**config.mk**
```make
export PLATFORM = sky130hd
export DESIGN_NAME = div_unit
export DESIGN_NICKNAME = d
export VERILOG_FILES = /design/src/rtl/riscy_pkg.sv /design/src/rtl/div_unit.sv
export SDC_FILE = /design/constraint.sdc
export NUM_CORES = 1
export LEC_CHECK = 0
export ABC_CLOCK_PERIOD_IN_PS = 5000
export CORE_ASPECT_RATIO = 0.5
export CORE_MARGIN = 5
export CORE_UTILIZATION = 59
export DETAILED_ROUTE_END_ITERATION = 12
export GPL_TIMING_DRIVEN = 1
export PLACE_DENSITY_LB_ADDON = 0.15
export RECOVER_POWER = 50
export SETUP_SLACK_MARGIN = 0.1
export SLEW_MARGIN = 25
export SYNTH_ARGS = -nofsm -noshare
export SYNTH_HDL_FRONTEND = slang
export SYNTH_SLANG_ARGS = --single-unit
```
**constraint.sdc**
```tcl
create_clock -name clk -period 5 [get_ports clk]
set_input_delay 0.5 -clock clk [delete_from_list [all_inputs] [get_ports clk]]
set_output_delay 0.5 -clock clk [all_outputs]
set_load 0.03 [all_outputs]
```
**src/rtl/riscy_pkg.sv**
```systemverilog
// Shared definitions for the RV32M execution units.
// Holds the datapath width and the divide-group operation encoding.
package riscy_pkg;

    localparam int XLEN = 32;

    typedef enum logic [1:0] {
        OP_DIV  = 2'b00,
        OP_DIVU = 2'b01,
        OP_REM  = 2'b10,
        OP_REMU = 2'b11
    } div_op_t;

endpackage

```
**src/rtl/div_unit.sv**
```systemverilog
// Iterative RV32M divider: one restoring step per cycle.
// Writes its result straight to the register file.
module div_unit #(
    parameter int XLEN = riscy_pkg::XLEN
) (
    input  logic            clk,
    input  logic            rst,
    input  logic            start,
    input  logic [1:0]      op,
    input  logic [XLEN-1:0] a_in,
    input  logic [XLEN-1:0] b_in,
    input  logic [4:0]      rd_in,
    output logic            ready,
    output logic            we3,
    output logic [4:0]      a3,
    output logic [XLEN-1:0] wd3
);

    typedef enum logic [1:0] {
        IDLE = 2'b00,
        CALC = 2'b01,
        DONE = 2'b10
    } state_t;

    state_t            state_q, state_d;
    logic [5:0]        cnt_q, cnt_d;
    logic [XLEN-1:0]   dvd_q, dvd_d;
    logic [XLEN-1:0]   dvs_q, dvs_d;
    logic [XLEN-1:0]   rem_q, rem_d;
    logic              qneg_q, qneg_d;
    logic              rneg_q, rneg_d;
    logic              isrem_q, isrem_d;
    logic [4:0]        rd_q, rd_d;
    logic              ready_q, ready_d;
    logic              we3_q, we3_d;
    logic [4:0]        a3_q, a3_d;
    logic [XLEN-1:0]   wd3_q, wd3_d;

    riscy_pkg::div_op_t op_e;
    logic              in_signed;
    logic              in_rem;
    logic              a_neg;
    logic              b_neg;
    logic [XLEN-1:0]   spec_res;
    logic [XLEN:0]     shifted;
    logic [XLEN:0]     diff;
    logic              fit;
    logic [XLEN-1:0]   quo_nxt;
    logic [XLEN-1:0]   rem_nxt;
    logic [XLEN-1:0]   qres;
    logic [XLEN-1:0]   rres;
    logic [XLEN-1:0]   res;

    assign op_e      = riscy_pkg::div_op_t'(op);
    assign in_signed = (op_e == riscy_pkg::OP_DIV) || (op_e == riscy_pkg::OP_REM);
    assign in_rem    = (op_e == riscy_pkg::OP_REM) || (op_e == riscy_pkg::OP_REMU);
    assign a_neg     = in_signed & a_in[XLEN-1];
    assign b_neg     = in_signed & b_in[XLEN-1];

    // Restoring step: shift next dividend bit into the partial remainder.
    assign shifted = {rem_q, dvd_q[XLEN-1]};
    assign diff    = shifted - {1'b0, dvs_q};
    assign fit     = ~diff[XLEN];
    assign quo_nxt = {dvd_q[XLEN-2:0], fit};
    assign rem_nxt = fit ? diff[XLEN-1:0] : shifted[XLEN-1:0];
    assign qres    = qneg_q ? (~quo_nxt + 1'b1) : quo_nxt;
    assign rres    = rneg_q ? (~rem_nxt + 1'b1) : rem_nxt;
    assign res     = isrem_q ? rres : qres;

    always_comb begin
        state_d  = state_q;
        cnt_d    = cnt_q;
        dvd_d    = dvd_q;
        dvs_d    = dvs_q;
        rem_d    = rem_q;
        qneg_d   = qneg_q;
        rneg_d   = rneg_q;
        isrem_d  = isrem_q;
        rd_d     = rd_q;
        ready_d  = ready_q;
        we3_d    = we3_q;
        a3_d     = a3_q;
        wd3_d    = wd3_q;
        spec_res = '0;
        unique case (state_q)
            IDLE: begin
                if (start) begin
                    rd_d    = rd_in;
                    isrem_d = in_rem;
                    ready_d = 1'b0;
                    if (b_in == '0) begin
                        spec_res = in_rem ? a_in : '1;
                        state_d  = DONE;
                        we3_d    = (rd_in != 5'd0);
                        a3_d     = rd_in;
                        wd3_d    = (rd_in != 5'd0) ? spec_res : '0;
                    end else if (in_signed && a_in == {1'b1, {(XLEN-1){1'b0}}}
                                 && b_in == '1) begin
                        spec_res = in_rem ? '0 : {1'b1, {(XLEN-1){1'b0}}};
                        state_d  = DONE;
                        we3_d    = (rd_in != 5'd0);
                        a3_d     = rd_in;
                        wd3_d    = (rd_in != 5'd0) ? spec_res : '0;
                    end else begin
                        state_d = CALC;
                        cnt_d   = 6'd0;
                        dvd_d   = a_neg ? (~a_in + 1'b1) : a_in;
                        dvs_d   = b_neg ? (~b_in + 1'b1) : b_in;
                        rem_d   = '0;
                        qneg_d  = a_neg ^ b_neg;
                        rneg_d  = a_neg;
                    end
                end
            end
            CALC: begin
                dvd_d = quo_nxt;
                rem_d = rem_nxt;
                cnt_d = cnt_q + 6'd1;
                if (cnt_q == 6'd31) begin
                    state_d = DONE;
                    cnt_d   = 6'd0;
                    we3_d   = (rd_q != 5'd0);
                    a3_d    = rd_q;
                    wd3_d   = (rd_q != 5'd0) ? res : '0;
                end
            end
            DONE: begin
                state_d = IDLE;
                ready_d = 1'b1;
                we3_d   = 1'b0;
                a3_d    = 5'd0;
                wd3_d   = '0;
            end
            default: begin
                state_d = IDLE;
                ready_d = 1'b1;
                we3_d   = 1'b0;
                a3_d    = 5'd0;
                wd3_d   = '0;
            end
        endcase
    end

    always_ff @(posedge clk or posedge rst) begin
        if (rst) begin
            state_q <= IDLE;
            cnt_q   <= 6'd0;
            dvd_q   <= '0;
            dvs_q   <= '0;
            rem_q   <= '0;
            qneg_q  <= 1'b0;
            rneg_q  <= 1'b0;
            isrem_q <= 1'b0;
            rd_q    <= 5'd0;
            ready_q <= 1'b1;
            we3_q   <= 1'b0;
            a3_q    <= 5'd0;
            wd3_q   <= '0;
        end else begin
            state_q <= state_d;
            cnt_q   <= cnt_d;
            dvd_q   <= dvd_d;
            dvs_q   <= dvs_d;
            rem_q   <= rem_d;
            qneg_q  <= qneg_d;
            rneg_q  <= rneg_d;
            isrem_q <= isrem_d;
            rd_q    <= rd_d;
            ready_q <= ready_d;
            we3_q   <= we3_d;
            a3_q    <= a3_d;
            wd3_q   <= wd3_d;
        end
    end

    assign ready = ready_q;
    assign we3   = we3_q;
    assign a3    = a3_q;
    assign wd3   = wd3_q;

endmodule

```
==> results of run 1 <==
[final cells by class]
class / instances / area, µm²
fillers: 1712 / 6400
inverters: 64 / 241
flip-flops and latches: 151 / 3780
clock inverters: 6 / 68.8
well taps: 273 / 342
multi-input cells: 1238 / 7760
clock buffers: 24 / 482
repair buffers: 136 / 1300
[worst max path at each step]
stage	from	to	slack [ns]	cells after the start
final	dvd_q[31]	wd3[26]	0.38	18
after global routing	dvd_q[31]	wd3[26]	0.09	18
after CTS	dvd_q[31]	wd3[26]	0.35	18
after detailed placement	dvd_q[31]	wd3[26]	0.39	18
after global placement	dvd_q[31]	wd3[26]	0.52	18
after floorplan	rst	a3[0]	0.44	1
[power breakdown]
part	internal [mW]	total (mW)	leakage [nW]	switching, mW
clock	0.720	1.23	0.267	0.510
combinational	2.59	7.20	3.50	4.61
sequential	1.74	2.39	1.92	0.652
[per-stage QoR]
stage / cells / hold WS [ns] / power, mW / setup WS (ns) / area, µm²
after floorplan: 1537 / 0.464 / 7.21 / 0.437 / 12100
after detailed placement: 1860 / 0.473 / 9.32 / 0.395 / 13400
final: 1892 / 0.485 / 10.8 / 0.375 / 14000
after global routing: 1892 / 0.505 / 11.6 / 0.0935 / 14000
after CTS: 1890 / 0.488 / 10.6 / 0.349 / 14000
after global placement: 1860 / 0.461 / 9.16 / 0.520 / 13400
[logic make-up (layout without fill, tap and decap cells)]
| kind of cell | Yosys count | in the layout | synth area share [%] |
|---|---|---|---|
| adders and majority gates | 38 | 38 | 3.99 |
| xor gates and xnor gates | 131 | 131 | 9.55 |
| buffers and inverters | 148 | 230 | 4.93 |
| AOI/OAI and AO/OA | 509 | 509 | 26.3 |
| DFF | 151 | 151 | 31.2 |
| and+or+nand+nor | 516 | 516 | 20.1 |
| muxes | 44 | 44 | 3.85 |
[state kept, by name, summed over array words and instances (netlist names), 2 cells and up]
register and flops:
cnt_q 6, a3 5, state_q 2, dvs_q 32
rd_q 5, dvd_q 32, wd3 32, rem_q 32
[tightest hold or removal path, delay by kind of cell (launching register included)]
kind               cells  cell delay, ns
DFF                    1            0.34
AOI/OAI and AO/OA      1            0.05
and+or+nand+nor        1            0.05
[metal layers]
metal | vias to the layer above | track usage, % | share of wire (%) | wire (µm)
met2 | 756 | 46.9 | 41 | 16100
met3 | 63 | 8.03 | 13 | 5350
met5 | - | 0 | 0 | 0
met4 | 0 | 8.27 | 1.7 | 666
met1 | 5774 | 51.8 | 44 | 17600
li1 | 5675 | - | - | -
[cell usage in the layout (no fill, tap or decap), drive strengths merged, types with 24 or more instances in the layout]
master / count
inv: 62
nand3: 34
xnor2: 83
mux2i: 33
clkdlybuf4s50: 98
nor3: 32
o21ai: 207
nor2: 128
clkbuf: 26
dfrtp: 150
o211ai: 24
a21oi: 122
o31ai: 33
ha: 37
xor2: 48
nand2: 196
[timing repair]
action	in CTS	in global routing
buffers inserted	0	2
hold endpoints to repair	0	0
setup endpoints to repair	0	5
hold buffers	0	0
resized for setup	0	1
==> out/results.tsv, run 1 <==
stage	metric	value	unit
critical_path	max_stage_delay	0.50	ns
critical_path	worst-setup-path-type	flip-flop to flip-flop	
global_routing	grt_pass1_vias	11353	
critical_path	rr_startpoint	dvd_q[31]	
critical_path	reg2reg_to	wd3[26]	
critical_path	crit_family	compound AO/OA/AOI/OAI gates	
synthesis	yosys.area.top_type	dfrtp_1	
routing	drc	0	
routing	wl	39800	µm
timing	min_period_over_period	92.5	%
clocking	cts_root_buf	clkbuf_16	
clocking	tritoncts	done	
clocking	clock-sinks	151	
critical_path	crit_path_max_fanout	8	
outcome	run_status	finished with violations	
hold_path	worstHoldEndpoint	a3[4]	
synthesis	ys_warn_count	0	
outcome	violations	max-capacitance violations, max-slew violations	
global_routing	grt_usage	33.5	%
critical_path	rrSetupSlack	0.38	ns
critical_path	cp_num_buf_inv	2	
die	core_area	20400	µm²
routing	drtAntennaViolNets	0	
critical_path	worstPathRequired	5.37	ns
critical_path	start_kind	flip-flop	
placed_design	dp.final_hpwl	30200	µm
placed_design	portBuffers	112	
global_routing	grt_pass1_wl	62800	µm
timing	fin_skew	0.0112	ns
pwr	power_density	774	nW/µm²
die	die_area	23600	µm²
clocking	clk_pin_slew	0.06	ns
synthesis	synth_nets	1649	
die	rows	37	
hold_path	min-delay-path-class	flip-flop to flip-flop	
pwr	peakVddDrop	0.389	mV
routing	post_drt_wl_per_cell	21.0	µm
routing	drtPass1Iterations	6	
layout	drive_above_1_share	5.81	%
routing	vias	12268	
synthesis	yosys.area.top_type_share	31.0	%
critical_path	cpMaxStageDelayCell	dfrtp_1	
layout	num-nets-final	1720	
synthesis	synth.most_common_cell	nand2_1	
synthesis	synthCells	1537	
hold_path	min_from	a3[4]	
timing	fmax	216	MHz
clocking	clk_path_buf_depth	2	
synthesis	async_flop_share	100	%
layout	final_util	68.6	%
clocking	cts_max_level	4	
timing	relSlewSlack	-99.9	%
critical_path	worst_setup_path_end_kind	flip-flop	
die	pin_count	113	
synthesis	synth_edf_count	0	
global_routing	grt.overflow.total	0	
timing	finalHoldViolCount	0	
synthesis	syn-cell-area	12100	µm²
critical_path	reg2reg_depth	18	
global_routing	antenna_found_initial	0	
pwr	power_leakage	5.68	nW
timing	timing.setup.tns	0	ns
routing	via_per_inst	6.48	
timing	grt_setup_unrepaired	false	
timing	post-route-min-period	4.62	ns
synthesis	synth-seq-cells	151	
critical_path	critical_path.cell_chain	inv_1, ha_1, fa_1, nand2b_1, a21oi_1, o211ai_2, a21oi_1, a31oi_1, xnor2_4, inv_2, ha_1, nand4_1, o31ai_2, xnor2_1, nor2_1, o21ai_0, a32oi_1, o21ai_1	
run	cap_violations	1	
synthesis	synth_cell_type_count	87	
synthesis	ys.flop_type	dfrtp_1	
die	dieHeight	111	µm
placed_design	gp_congestion	1.00	
hold_path	min_path_cells	2	
timing	worstMarginPinSlew	2.98	ns
global_routing	grt_start_max_net_pins	68	
clocking	cts_buffers	17	
synthesis	ys_seq_area_share	31.2	%
routing	drtIter0Drc	1958	
die	chipWidth	213	µm
critical_path	cp.arrival	5.00	ns
synthesis	synth_area_leaders	dfrtp_1 (31%), o21ai_0 (7.8%), nand2_1 (6.1%), xnor2_1 (5.9%), a21oi_1 (5.0%)	
synthesis	ys_top_cells_by_count	nand2_1 (195), o21ai_0 (188), dfrtp_1 (150)	
layout	synthToLayoutAreaGrowth	15.5	%
synthesis	syn_area_per_cell	7.87	µm²
die	start_util	59.4	%
clocking	worstSkewPairLatency	0.44	ns
timing	setup_viol	0	
layout	num_antenna_cells	0	
timing	maxSlewViolCount	65	
Note: power is estimated with default switching activity, not from simulation.
==> inputs of run 2 (changes only) <==
PLACE_DENSITY = 0.82   (was unset)
PLACE_DENSITY_LB_ADDON = unset   (was 0.15)
==> out/results.tsv, run 2 (synthesized netlist as in run 1, its figures left out) <==
stage	metric	value	unit	change
layout	layout.cells.non_filler	1895		was 1892
die	dieHeight	111	µm	unchanged
clocking	tritoncts	done		unchanged
routing	drtIter0Drc	1862		was 1958
routing	post_drt_wl_per_cell	20.8	µm	was 21.0 µm
hold_path	min-delay-path-class	flip-flop to flip-flop		unchanged
pwr	power_density	783	nW/µm²	was 774 nW/µm²
critical_path	crit_family	compound AO/OA/AOI/OAI gates		unchanged
timing	worstMarginPinSlew	3.74	ns	was 2.98 ns
timing	relSlewSlack	-149	%	was -99.9%
critical_path	cp.arrival	4.88	ns	was 5.00 ns
routing	via_per_inst	6.43		was 6.48
critical_path	max_stage_delay	0.49	ns	was 0.50 ns
layout	final_util	69.1	%	was 68.6%
placed_design	place_inst	1863		was 1860
critical_path	cpMaxStageDelayCell	dfrtp_1		unchanged
global_routing	grt.overflow.total	0		unchanged
global_routing	met1_usage	48.9	%	was 51.8%
routing	drtPass1Iterations	6		unchanged
timing	post-route-min-period	4.51	ns	was 4.62 ns
global_routing	grt_usage	33.2	%	was 33.5%
routing	drtAntennaViolNets	0		unchanged
routing	wl	39400	µm	was 39800 µm
global_routing	grt_pass1_vias	11522		was 11353
routing	drc	0		unchanged
critical_path	critical_path.cell_chain	inv_1, ha_1, fa_1, nand2b_1, a21oi_2, o211ai_2, a21oi_1, a31oi_1, xnor2_4, inv_2, ha_1, nand4_1, o31ai_2, xnor2_1, nor2_1, o21ai_0, a32oi_1, o21ai_1		was inv_1, ha_1, fa_1, nand2b_1, a21oi_1, o211ai_2, a21oi_1, a31oi_1, xnor2_4, inv_2, ha_1, nand4_1, o31ai_2, xnor2_1, nor2_1, o21ai_0, a32oi_1, o21ai_1
clocking	cts_root_buf	clkbuf_16		unchanged
layout	num_antenna_cells	0		unchanged
placed_design	place_area	13400	µm²	about the same
global_routing	met3_usage	9.08	%	was 8.03%
critical_path	cpMostUsedCell	ha_1		
global_routing	met2_usage	48.0	%	was 46.9%
global_routing	antenna_found_initial	1		was 0
critical_path	worst_setup_path_end_kind	flip-flop		unchanged
pwr	peakVddDrop	0.412	mV	was 0.389 mV
die	core_area	20400	µm²	unchanged
die	rows	37		unchanged
timing	fmax	222	MHz	was 216 MHz
timing	timing.setup.tns	0	ns	unchanged
critical_path	start_kind	flip-flop		unchanged
timing	setup_viol	0		unchanged
layout	final_cell_mix	nand2_1 (195), o21ai_0 (188), dfrtp_1 (150)		unchanged
run	cap_violations	1		unchanged
clocking	cts_max_level	4		unchanged
die	die_area	23600	µm²	unchanged
layout	drive_above_1_share	6.10	%	was 5.81%
critical_path	crit_path_max_fanout	8		unchanged
layout	num-nets-final	1721		was 1720
timing	fin_skew	0.0155	ns	was 0.0112 ns
global_routing	grt_start_max_net_pins	93		was 68
critical_path	cp_num_buf_inv	2		unchanged
clocking	postCtsSetupBuffers	0		unchanged
global_routing	grt.busiest_layer	met1		unchanged
clocking	clk_path_buf_depth	2		unchanged
placed_design	dp.final_hpwl	29400	µm	was 30200 µm
die	start_util	59.4	%	unchanged
clocking	clock-sinks	151		unchanged
timing	maxSlewViolCount	93		was 65
timing	min_period_over_period	90.2	%	was 92.5%
critical_path	worst-setup-path-type	flip-flop to flip-flop		unchanged
pwr	power_leakage	5.74	nW	was 5.68 nW
layout	final_area	14100	µm²	was 14000 µm²
layout	synthToLayoutAreaGrowth	16.3	%	was 15.5%
placed_design	portBuffers	112		unchanged
timing	grt_setup_unrepaired	false		unchanged
layout	final_common_cell	nand2_1		unchanged
global_routing	grt_pass1_wl	62600	µm	was 62800 µm
die	chipWidth	213	µm	unchanged
timing	finalHoldViolCount	0		unchanged
clocking	cts_buffers	17		unchanged
clocking	worstSkewPairLatency	0.45	ns	was 0.44 ns
placed_design	gp_congestion	0.940		was 1.00
die	pin_count	113		unchanged
outcome	run_status	finished with violations		unchanged
outcome	violations	max-capacitance violations, max-slew violations		unchanged
routing	vias	12191		was 12268
clocking	clk_pin_slew	0.07	ns	was 0.06 ns
critical_path	worstPathRequired	5.37	ns	about the same
==> run 2: changes by cell type in the layout (fill, tap and decap cells not counted), sizes merged <==
cell / previous run / this run
clkbuf: 26 / 20
inv: 62 / 66
bufinv: 1 / 4
buf: 22 / 24
clkinv: 5 / 6
clkinvlp: 2 / 1
==> run 2: repair_timing <==
item	4_1_cts	5_1_grt
resized for setup	0	2
hold buffers	0	0
setup endpoints to repair	0	3
==> run 2: worst register-to-register path: cells and delay by family, from the launching register on <==
family	cells	cell delay, ns
fa+ha+maj	3	0.92
flops	1	0.49
simple gates	3	0.53
xor+xnor	2	0.40
compound gates	8	1.86
buf+inv	2	0.26
==> run 2: worst paths after layout <==
check	endpoint	start	slack (ns)	depth (start not counted)
setup / recovery	wd3[26]	dvd_q[31]	0.49	18
hold / removal	we3	we3	0.47	1
setup reg to reg	wd3[26]	dvd_q[31]	0.49	18
hold reg to reg	we3	we3	0.47	1
max in group asynchronous	dvs_q[25]	rst	0.95	3
min in group asynchronous	rem_q[3]	rst	1.89	2
==> run 2: per-layer routing <==
metal	vias to the layer above	share of wire [%]	wire (µm)
li1	5668	-	-
met1	5768	45	17600
met2	674	42	16400
met3	79	11	4470
met4	2	2.2	860
met5	-	0.030	12
==> run 2: where the power goes <==
part           internal [mW]  switching, mW
Sequential              1.74          0.645
Combinational           2.62           4.61
Clock                  0.843          0.560
Total                   5.20           5.82
==> run 2: area by class of cell <==
| class | instances | area [µm²] |
|---|---|---|
| clock inverter | 13 | 194 |
| timing repair buffer | 137 | 1320 |
| sequential | 151 | 3780 |
| inverter | 64 | 240 |
| multi-input combinational | 1238 | 7770 |
| clock buffer | 19 | 433 |
| fill | 1707 | 6290 |
| tap | 273 | 342 |
==> run 2: per-stage QoR <==
step	setup slack [ns]	hold slack (ns)	power (mW)
global placement	0.595	0.461	9.15
finish	0.490	0.474	11.0
floorplan	0.437	0.464	7.21
detailed placement	0.433	0.467	9.34
global route	0.0948	0.513	11.7
CTS	0.346	0.480	10.8
==> inputs of run 3 (changes only) <==
CORE_UTILIZATION = 50   (was 59)
PLACE_DENSITY = 0.71   (was 0.82)
==> out/results.tsv, run 3 (synthesized netlist as in run 1, its figures left out) <==
stage	metric	value	unit	change
timing	fmax	222	MHz	about the same
placed_design	place_area	13500	µm²	was 13400 µm²
die	dieHeight	120	µm	was 111 µm
clocking	clock-sinks	151		unchanged
die	core_area	23900	µm²	was 20400 µm²
layout	ff_latch_area	3780	µm²	unchanged
outcome	violations	max-capacitance violations, max-slew violations		unchanged
placed_design	gp_congestion	0.958		was 0.940
die	die_area	27600	µm²	was 23600 µm²
timing	layout_setup_ws	0.500	ns	was 0.490 ns
routing	post_drt_wl_per_cell	21.1	µm	was 20.8 µm
placed_design	portBuffers	112		unchanged
routing	wl	41000	µm	was 39400 µm
die	pin_count	113		unchanged
run	cap_violations	1		unchanged
clocking	cts_buffers	17		unchanged
placed_design	dp.final_hpwl	30600	µm	was 29400 µm
timing	timing.setup.tns	0	ns	unchanged
global_routing	grt_pass1_vias	11310		was 11522
timing	min_period_over_period	90.0	%	was 90.2%
routing	drtIter0Drc	1329		was 1862
die	chipWidth	230	µm	was 213 µm
routing	drtAntennaViolNets	0		unchanged
critical_path	worstPathRequired	5.37	ns	about the same
timing	setup_viol	0		unchanged
critical_path	cp.arrival	4.87	ns	was 4.88 ns
pwr	finalPower	11.1	mW	was 11.0 mW
layout	nFillCells	2155		was 1707
outcome	run_status	finished with violations		unchanged
timing	finalHoldViolCount	0		unchanged
critical_path	crit_path_max_fanout	11		was 8
clocking	worstSkewPairLatency	0.45	ns	about the same
routing	vias	12130		was 12191
global_routing	antenna_found_initial	0		was 1
timing	relSlewSlack	-125	%	was -149%
global_routing	grt_usage	29.5	%	was 33.2%
timing	worstMarginPinSlew	3.36	ns	was 3.74 ns
placed_design	pre_cts_slack	0.263	ns	was 0.433 ns
critical_path	worst_setup_path_end_kind	flip-flop		unchanged
routing	drtPass1Iterations	5		was 6
timing	fin_skew	0.0112	ns	was 0.0155 ns
layout	final_area	14200	µm²	was 14100 µm²
clocking	cts_max_level	4		unchanged
clocking	clk_path_buf_depth	2		unchanged
clocking	cts_root_buf	clkbuf_16		unchanged
layout	multiInputGateArea	7780	µm²	was 7770 µm²
layout	synthToLayoutAreaGrowth	17.1	%	was 16.3%
die	rows	40		was 37
layout	final_cell_mix	nand2_1 (195), o21ai_0 (188), dfrtp_1 (150)		unchanged
global_routing	grt_pass1_wl	64300	µm	was 62600 µm
die	start_util	50.6	%	was 59.4%
layout	final_common_cell	nand2_1		unchanged
layout	num-nets-final	1723		was 1721
routing	via_per_inst	6.26		was 6.43
pwr	power_density	781	nW/µm²	was 783 nW/µm²
timing	post-route-min-period	4.50	ns	was 4.51 ns
timing	grt_setup_unrepaired	false		unchanged
pwr	peakVddDrop	0.394	mV	was 0.412 mV
hold_path	min-delay-path-class	flip-flop to flip-flop		unchanged
layout	num_antenna_cells	0		unchanged
critical_path	start_kind	flip-flop		unchanged
pwr	power_leakage	5.74	nW	about the same
timing	maxSlewViolCount	74		was 93
clocking	clk_pin_slew	0.07	ns	about the same
global_routing	grt.overflow.total	0		unchanged
critical_path	worst-setup-path-type	flip-flop to flip-flop		unchanged
global_routing	grt_start_max_net_pins	74		was 93
layout	drive_above_1_share	6.47	%	was 6.10%
clocking	tritoncts	done		unchanged
routing	drc	0		unchanged
run 3: worst paths after layout:
check                          start        end  slack (ns)  cells past startpoint
min reg2reg                    a3[3]      a3[3]        0.48                      2
max in group asynchronous        rst  dvd_q[10]        1.26                      3
max                        dvd_q[31]    wd3[26]        0.50                     19
min                            a3[3]      a3[3]        0.48                      2
max reg2reg                dvd_q[31]    wd3[26]        0.50                     19
min in group asynchronous        rst   dvs_q[2]        1.50                      2
run 3: per-stage QoR:
stage / instances / hold WS (ns) / utilization, %
detailed placement: 1900 / 0.477 / 56.3
global route: 1939 / 0.518 / 59.2
global placement: 1900 / 0.461 / 56.3
floorplan: 1537 / 0.464 / -
CTS: 1932 / 0.493 / 58.9
finish: 1939 / 0.484 / 59.2
run 3: power by group:
part / switching, mW / internal [mW]
Combinational: 4.67 / 2.65
Sequential: 0.613 / 1.74
Clock: 0.587 / 0.796
Total: 5.87 / 5.19
run 3: repair_timing:
item,4_1_cts,5_1_grt
hold buffers,0,0
setup endpoints to repair,0,16
resized for setup,0,3
setup buffers,0,7
run 3: critical path: stages, from the launching register on:
cell and delay (ns):
dfrtp_1 0.48, inv_1 0.07, ha_1 0.23, fa_1 0.39, nand2b_1 0.20, a21oi_2 0.26, o211ai_2 0.14, a21oi_1 0.28
a31oi_1 0.24, xnor2_4 0.21, buf_12 0.16, inv_2 0.13, ha_1 0.25, nand4_1 0.27, o31ai_4 0.38, xnor2_1 0.16
nor2_1 0.05, o21ai_0 0.24, a32oi_1 0.15, o21ai_1 0.11
run 3: final cells by class:
| type | instances | area share (%) |
|---|---|---|
| sequential | 151 | 26.7 |
| clock buffer | 17 | 3.00 |
| tap | 315 | 2.78 |
| timing repair buffer | 139 | 9.57 |
| clock inverter | 15 | 1.35 |
| inverter | 64 | 1.70 |
| multi-input combinational | 1238 | 54.9 |
run 3: metal layers:
metal	wire (µm)	global-route usage (%)
met4	703	7.05
met5	0	0
met1	19000	43.8
met2	16900	42.0
met3	4380	8.53
